[src/rtl/stopwatch_ctrl_pkg.sv]
// Shared types and defaults for the stopwatch control path.
//   sw_state_e  : sequencer state, encoding shared with counter / HEX top
//   sw_event_e  : one decoded button event per cycle after priority
//   btn_press_t : one-cycle press pulses from the three button conditioners
package stopwatch_ctrl_pkg;

  localparam int unsigned DEFAULT_WIDTH     = 20;
  localparam int unsigned DEFAULT_MAX_COUNT = 999999;

  // Level of an idle (released) active-low button.
  localparam logic BTN_RELEASED = 1'b1;

  typedef enum logic [1:0] {
    ST_IDLE  = 2'b00,
    ST_RUN   = 2'b01,
    ST_PAUSE = 2'b10,
    ST_LAP   = 2'b11
  } sw_state_e;

  typedef enum logic [1:0] {
    EV_NONE  = 2'b00,
    EV_START = 2'b01,
    EV_STOP  = 2'b10,
    EV_LAP   = 2'b11
  } sw_event_e;

  typedef struct packed {
    logic stop;
    logic start;
    logic lap;
  } btn_press_t;

  // Same-cycle presses resolve Stop > Start > Lap; the losers are dropped.
  function automatic sw_event_e pick_event(input btn_press_t p);
    sw_event_e ev;
    ev = EV_NONE;
    if (p.stop) begin
      ev = EV_STOP;
    end else if (p.start) begin
      ev = EV_START;
    end else if (p.lap) begin
      ev = EV_LAP;
    end
    return ev;
  endfunction

endpackage

[src/rtl/stopwatch_ctrl_button_conditioner.sv]
// Raw active-low push button to one-cycle press pulse.
//   Clock    : system clock
//   Reset_n  : asynchronous active-low reset
//   Button_n : raw button, asynchronous to Clock, active-low
//   Press    : registered one-cycle pulse on the debounced 1->0 transition
// After reset the conditioner stays disarmed until it has seen the button
// released for DEBOUNCE_CYCLES samples, so a button held through reset
// gives no pulse until it is released and pressed again.
module button_conditioner
  import stopwatch_ctrl_pkg::*;
#(
  parameter int unsigned DEBOUNCE_CYCLES = 500000
) (
  input  logic Clock,
  input  logic Reset_n,
  input  logic Button_n,
  output logic Press
);

  localparam int unsigned CNT_W = (DEBOUNCE_CYCLES > 2) ? $clog2(DEBOUNCE_CYCLES) : 1;
  localparam logic [CNT_W-1:0] CNT_LAST = CNT_W'(DEBOUNCE_CYCLES - 1);

  logic             sync1_q;
  logic             sync2_q;
  logic             level_q;
  logic             armed_q;
  logic [CNT_W-1:0] cnt_q;

  logic             target;
  logic             match;
  logic             done;

  // While disarmed we count released samples; once armed we count samples
  // that disagree with the accepted level.
  assign target = armed_q ? ~level_q : BTN_RELEASED;
  assign match  = (sync2_q == target);
  assign done   = match && (cnt_q == CNT_LAST);

  // Two-flop synchronizer, debounce counter and press pulse.
  always_ff @(posedge Clock or negedge Reset_n) begin
    if (!Reset_n) begin
      sync1_q <= BTN_RELEASED;
      sync2_q <= BTN_RELEASED;
      level_q <= BTN_RELEASED;
      armed_q <= 1'b0;
      cnt_q   <= '0;
      Press   <= 1'b0;
    end else begin
      sync1_q <= Button_n;
      sync2_q <= sync1_q;
      Press   <= 1'b0;
      if (!match) begin
        cnt_q <= '0;
      end else if (done) begin
        cnt_q <= '0;
        if (armed_q) begin
          level_q <= sync2_q;
          Press   <= ~sync2_q;
        end else begin
          armed_q <= 1'b1;
        end
      end else begin
        cnt_q <= cnt_q + CNT_W'(1);
      end
    end
  end

endmodule

[src/rtl/stopwatch_ctrl.sv]
// Run/stop/lap/clear sequencer for the centisecond stopwatch counter.
//   Clock, Reset_n      : system clock, asynchronous active-low reset
//   Start_n/Stop_n/Lap_n: raw active-low buttons
//   Count               : current counter value
//   Count_En            : one-cycle increment strobe (100 Hz nominal)
//   Count_Clr           : one-cycle synchronous clear to the counter
//   Display             : value for the HEX decoders (lap value while in LAP)
//   State               : sequencer state (IDLE/RUN/PAUSE/LAP)
//   Wrapped             : sticky, counter rolled past MAX_COUNT
module stopwatch_ctrl
  import stopwatch_ctrl_pkg::*;
#(
  parameter int unsigned CLK_HZ          = 50000000,
  parameter int unsigned TICK_HZ         = 100,
  parameter int unsigned DEBOUNCE_CYCLES = 500000,
  parameter int unsigned WIDTH           = DEFAULT_WIDTH,
  parameter int unsigned MAX_COUNT       = DEFAULT_MAX_COUNT
) (
  input  logic             Clock,
  input  logic             Reset_n,
  input  logic             Start_n,
  input  logic             Stop_n,
  input  logic             Lap_n,
  input  logic [WIDTH-1:0] Count,
  output logic             Count_En,
  output logic             Count_Clr,
  output logic [WIDTH-1:0] Display,
  output logic [1:0]       State,
  output logic             Wrapped
);

  localparam int unsigned DIV   = CLK_HZ / TICK_HZ;
  localparam int unsigned PRE_W = (DIV > 2) ? $clog2(DIV) : 1;
  localparam logic [PRE_W-1:0] PRE_LAST = PRE_W'(DIV - 1);
  localparam logic [WIDTH-1:0] MAX_VAL  = WIDTH'(MAX_COUNT);

  btn_press_t       press;
  sw_event_e        ev;
  sw_state_e        state_q;
  logic [PRE_W-1:0] prescale_q;
  logic [WIDTH-1:0] lap_q;

  logic             running;
  logic             tick;
  logic             at_max;
  logic             below_max;
  logic             illegal;
  logic             clear_from_pause;
  logic             clr_req;

  button_conditioner #(.DEBOUNCE_CYCLES(DEBOUNCE_CYCLES)) u_start (
    .Clock    (Clock),
    .Reset_n  (Reset_n),
    .Button_n (Start_n),
    .Press    (press.start)
  );

  button_conditioner #(.DEBOUNCE_CYCLES(DEBOUNCE_CYCLES)) u_stop (
    .Clock    (Clock),
    .Reset_n  (Reset_n),
    .Button_n (Stop_n),
    .Press    (press.stop)
  );

  button_conditioner #(.DEBOUNCE_CYCLES(DEBOUNCE_CYCLES)) u_lap (
    .Clock    (Clock),
    .Reset_n  (Reset_n),
    .Button_n (Lap_n),
    .Press    (press.lap)
  );

  assign ev = pick_event(press);

  // Count-rate tick and the three sources of a counter clear.
  always_comb begin
    running          = (state_q == ST_RUN) || (state_q == ST_LAP);
    tick             = running && (prescale_q == PRE_LAST);
    at_max           = (Count == MAX_VAL);
    below_max        = (Count < MAX_VAL);
    illegal          = (Count > MAX_VAL);
    clear_from_pause = (state_q == ST_PAUSE) && (ev == EV_LAP);
    clr_req          = clear_from_pause || (tick && at_max) || illegal;
  end

  assign State = state_q;

  // Sequencer, prescaler, wrap flag and display register.
  always_ff @(posedge Clock or negedge Reset_n) begin
    if (!Reset_n) begin
      state_q    <= ST_IDLE;
      prescale_q <= '0;
      lap_q      <= '0;
      Count_En   <= 1'b0;
      Count_Clr  <= 1'b0;
      Display    <= '0;
      Wrapped    <= 1'b0;
    end else begin
      // A tick at MAX_COUNT becomes a clear instead of an increment.
      Count_En  <= tick && below_max;
      Count_Clr <= clr_req;

      if (clear_from_pause) begin
        Wrapped <= 1'b0;
      end else if (tick && at_max) begin
        Wrapped <= 1'b1;
      end

      // Held in IDLE/PAUSE so a resume continues the interrupted period.
      if (clr_req) begin
        prescale_q <= '0;
      end else if (running) begin
        prescale_q <= tick ? '0 : prescale_q + PRE_W'(1);
      end

      Display <= (state_q == ST_LAP) ? lap_q : Count;

      case (state_q)
        ST_IDLE: begin
          if (ev == EV_START) begin
            state_q <= ST_RUN;
          end
        end
        ST_RUN: begin
          if (ev == EV_STOP) begin
            state_q <= ST_PAUSE;
          end else if (ev == EV_LAP) begin
            state_q <= ST_LAP;
            lap_q   <= Count;
          end
        end
        ST_LAP: begin
          if (ev == EV_STOP) begin
            state_q <= ST_PAUSE;
          end else if (ev == EV_LAP) begin
            state_q <= ST_RUN;
          end
        end
        ST_PAUSE: begin
          if (ev == EV_START) begin
            state_q <= ST_RUN;
          end else if (ev == EV_LAP) begin
            state_q <= ST_IDLE;
          end
        end
        default: state_q <= ST_IDLE;
      endcase
    end
  end

endmodule

[config.mk]
export PLATFORM = sky130hd
export DESIGN_NAME = stopwatch_ctrl
export DESIGN_NICKNAME = d
export VERILOG_FILES = /design/src/rtl/stopwatch_ctrl_pkg.sv /design/src/rtl/stopwatch_ctrl_button_conditioner.sv /design/src/rtl/stopwatch_ctrl.sv
export SDC_FILE = /design/constraint.sdc
export NUM_CORES = 1
export LEC_CHECK = 0
export BUFFER_PORTS_ARGS = -buffer_cell sky130_fd_sc_hd__buf_2
export CAP_MARGIN = 20
export CORE_ASPECT_RATIO = 1.1
export CORE_UTILIZATION = 55
export DETAILED_ROUTE_END_ITERATION = 10
export PLACE_DENSITY_LB_ADDON = 0.12
export SLEW_MARGIN = 5
export SYNTH_ARGS = -nofsm -noshare
export SYNTH_HDL_FRONTEND = slang
export SYNTH_SLANG_ARGS = --single-unit
[constraint.sdc]
create_clock -name Clock -period 5.1 [get_ports Clock]
set_clock_uncertainty 0.15 [all_clocks]
set_input_delay 1.02 -clock Clock [delete_from_list [all_inputs] [get_ports Clock]]
set_output_delay 1.02 -clock Clock [all_outputs]
set_load 0.01 [all_outputs]
==> out/results.ini <==
[run_status]
status = finished, final reports clean

[logic_synthesis]
syn_nets = 562
async_flop_share = 1.00
yosys.cell_types.count = 40
synth_flop_cell = dfrtp_1
synth_warnings = 0
synth.avg_cell_area_um2 = 11.3
synth-seq-cells = 136
yosysSeqAreaShare = 0.568
synthCells = 533
synth-edff-count = 0
synth_area_um2 = 6010

[timing]
finalSetupTns_ps = 0
setup_violations = 0
period_share = 0.551
period_needed_ps = 2810
finalMaxSlewViolations = 0
maxSlewHeadroom = 0.372
worstMarginPinSlew_ps = 942
rsz0062_at_grt = false
hold_viol_final = 0
fmax_ghz = 0.356
fin_hold_ws_ps = 204

[power_and_ir_drop]
power.density_nw_per_um2 = 336
peakVddDrop_mv = 0.240
power_uw = 2320
leakage_uw = 0.00304

[final_layout]
fillerInstances = 835
num_antenna_cells = 0
final_common_cell = dfrtp_1
areaGrowthSynthToFinish_pct = 15.2
fin_nets = 617
seqCellArea_um2 = 3410
drive_above_1_share = 0.236
final_cell_mix = dfrtp_1 (127), nor2_1 (85), buf_2 (48)
multi_input_area_um2 = 2490

[worst_setup_path]
end_kind = register
reg2reg_depth = 6
cp-startpoint = Count[7]
reg2reg_slack_ps = 2840
worst_setup_path_start_kind = input pin
regToRegEndpoint = u_lap.cnt_q[6]
crit_end = prescale_q[15]
critPathMaxFanout = 13
critPathKind = in2reg
r2r-start = u_lap.cnt_q[0]
crit_required_ps = 5290
arrival_ps = 3000

[clocking]
ctsResizeCount = 0
cts_sinks = 136
clk_latency_ps = 410
clkTransAtPathRegs_ps = 50
numCtsBuffers = 17
cts_root_buf = clkbuf_16
htreeDepth = 4
holdBufCountCts = 0
post_cts.repair.setup_buffers = 0
cts_buffer_depth = 2
cts_tree = done

[route]
ant_nets = 0
vias_per_cell = 5.28
first_iter_violations = 149
routedWlPerCell_um = 14.2
drt_wl_total_mm = 10.5
dr.pass1.iters = 4
num_vias = 3927
drc = 0

[placement]
dp_hpwl_mm = 6.96
gp_congestion = 0.767
port_buffers = 49

[floorplanning]
die-area_um2 = 11300
die_h_um = 112
fp.dieW_um = 102
ioPinCount = 50
start_util = 0.573
core_area_um2 = 10500
core.rowCount = 39

[run]
timing.max_cap.violations = 0

[global_routing]
antenna_found_initial = 0
grt_pass1_vias = 4050
grt-ovfl-total = 0
grt_max_degree = 109
track_usage = 0.212
grt_pass1_wl_mm = 18.5

[min_path]
min_path_type = reg2reg

## through the flow
step           instances  cell area [um^2]  utilization  worst slack (ps)
2_1_floorplan        533              6010            -              2320
3_3_place_gp         712              6380        0.608              1930
3_5_place_dp         712              6380        0.608              1900
4_1_cts              744              6920        0.660              2290
5_1_grt              744              6920        0.660              2230
6_report             744              6920        0.660              2290
## logic make-up after synthesis
| kind of cell | count (synthesis) | synth area share |
|---|---|---|
| compound gates | 14 | 0.0156 |
| buf+inv | 24 | 0.0169 |
| mux | 43 | 0.0806 |
| flops | 136 | 0.568 |
| xor+xnor | 70 | 0.102 |
| simple gates | 242 | 0.208 |
| fa+ha+maj | 4 | 0.00833 |
## cell usage after synthesis, types with 5 or more instances
library cell | number | area (um^2)
dfrtp_1 | 127 | 3180
nor2_1 | 85 | 319
mux2_2 | 38 | 428
xor2_1 | 37 | 324
nand2_1 | 34 | 128
xnor2_1 | 33 | 289
nand3_1 | 28 | 140
nand4_1 | 19 | 119
nor3_1 | 13 | 65.1
clkbuf_1 | 10 | 37.5
inv_1 | 10 | 37.5
dfstp_2 | 9 | 236
and3_1 | 8 | 50.1
nor2_4 | 8 | 90.1
nor4_1 | 8 | 50.1
and4_1 | 7 | 61.3
or2_2 | 6 | 37.5
mux2_1 | 5 | 56.3
nand2b_1 | 5 | 31.3
## final cells by class
class / instances / area share
clock buffer: 24 / 0.0710
sequential: 136 / 0.493
multi-input combinational: 373 / 0.360
clock inverter: 8 / 0.00687
timing repair buffer: 50 / 0.0374
inverter: 10 / 0.00542
tap: 143 / 0.0258
## metal layers
layer / global-route usage / part of all wire / vias to the layer above
met5: 0 / 0 / -
met4: 0.0986 / 0.020 / 0
met3: 0.0508 / 0.031 / 17
met2: 0.351 / 0.50 / 56
met1: 0.259 / 0.45 / 1938
li1: - / - / 1916
## critical path: stages
cell and delay [ps]:
buf_2 110, or3_1 410, a2111o_1 470, a221o_1 510, nand2b_4 330, nor2_4 150
## sequential cells by signal, indices dropped and copies added, names as in the netlist, 2 cells and up
name / flops
Display: 20
lap_q: 20
prescale_q: 19
u_lap.cnt_q: 19
u_start.cnt_q: 19
u_stop.cnt_q: 19
State: 2
## worst min path at each step
stage	from	end	depth (start not counted)
global route	u_start.sync1_q	u_start.sync2_q	0
finish	u_start.sync1_q	u_start.sync2_q	0
global placement	u_lap.sync1_q	u_lap.sync2_q	0
detailed placement	u_start.sync1_q	u_start.sync2_q	0
CTS	u_start.sync1_q	u_start.sync2_q	0
floorplan	u_lap.sync1_q	u_lap.sync2_q	0
## where the power goes
group | internal, uW | switching, uW | leakage (uW)
clock network | 667 | 427 | 0.000262
registers | 1110 | 20.0 | 0.00177
logic | 38.7 | 58.3 | 0.00102
total | 1820 | 505 | 0.00304
Note: power is estimated with default switching activity, not from simulation.
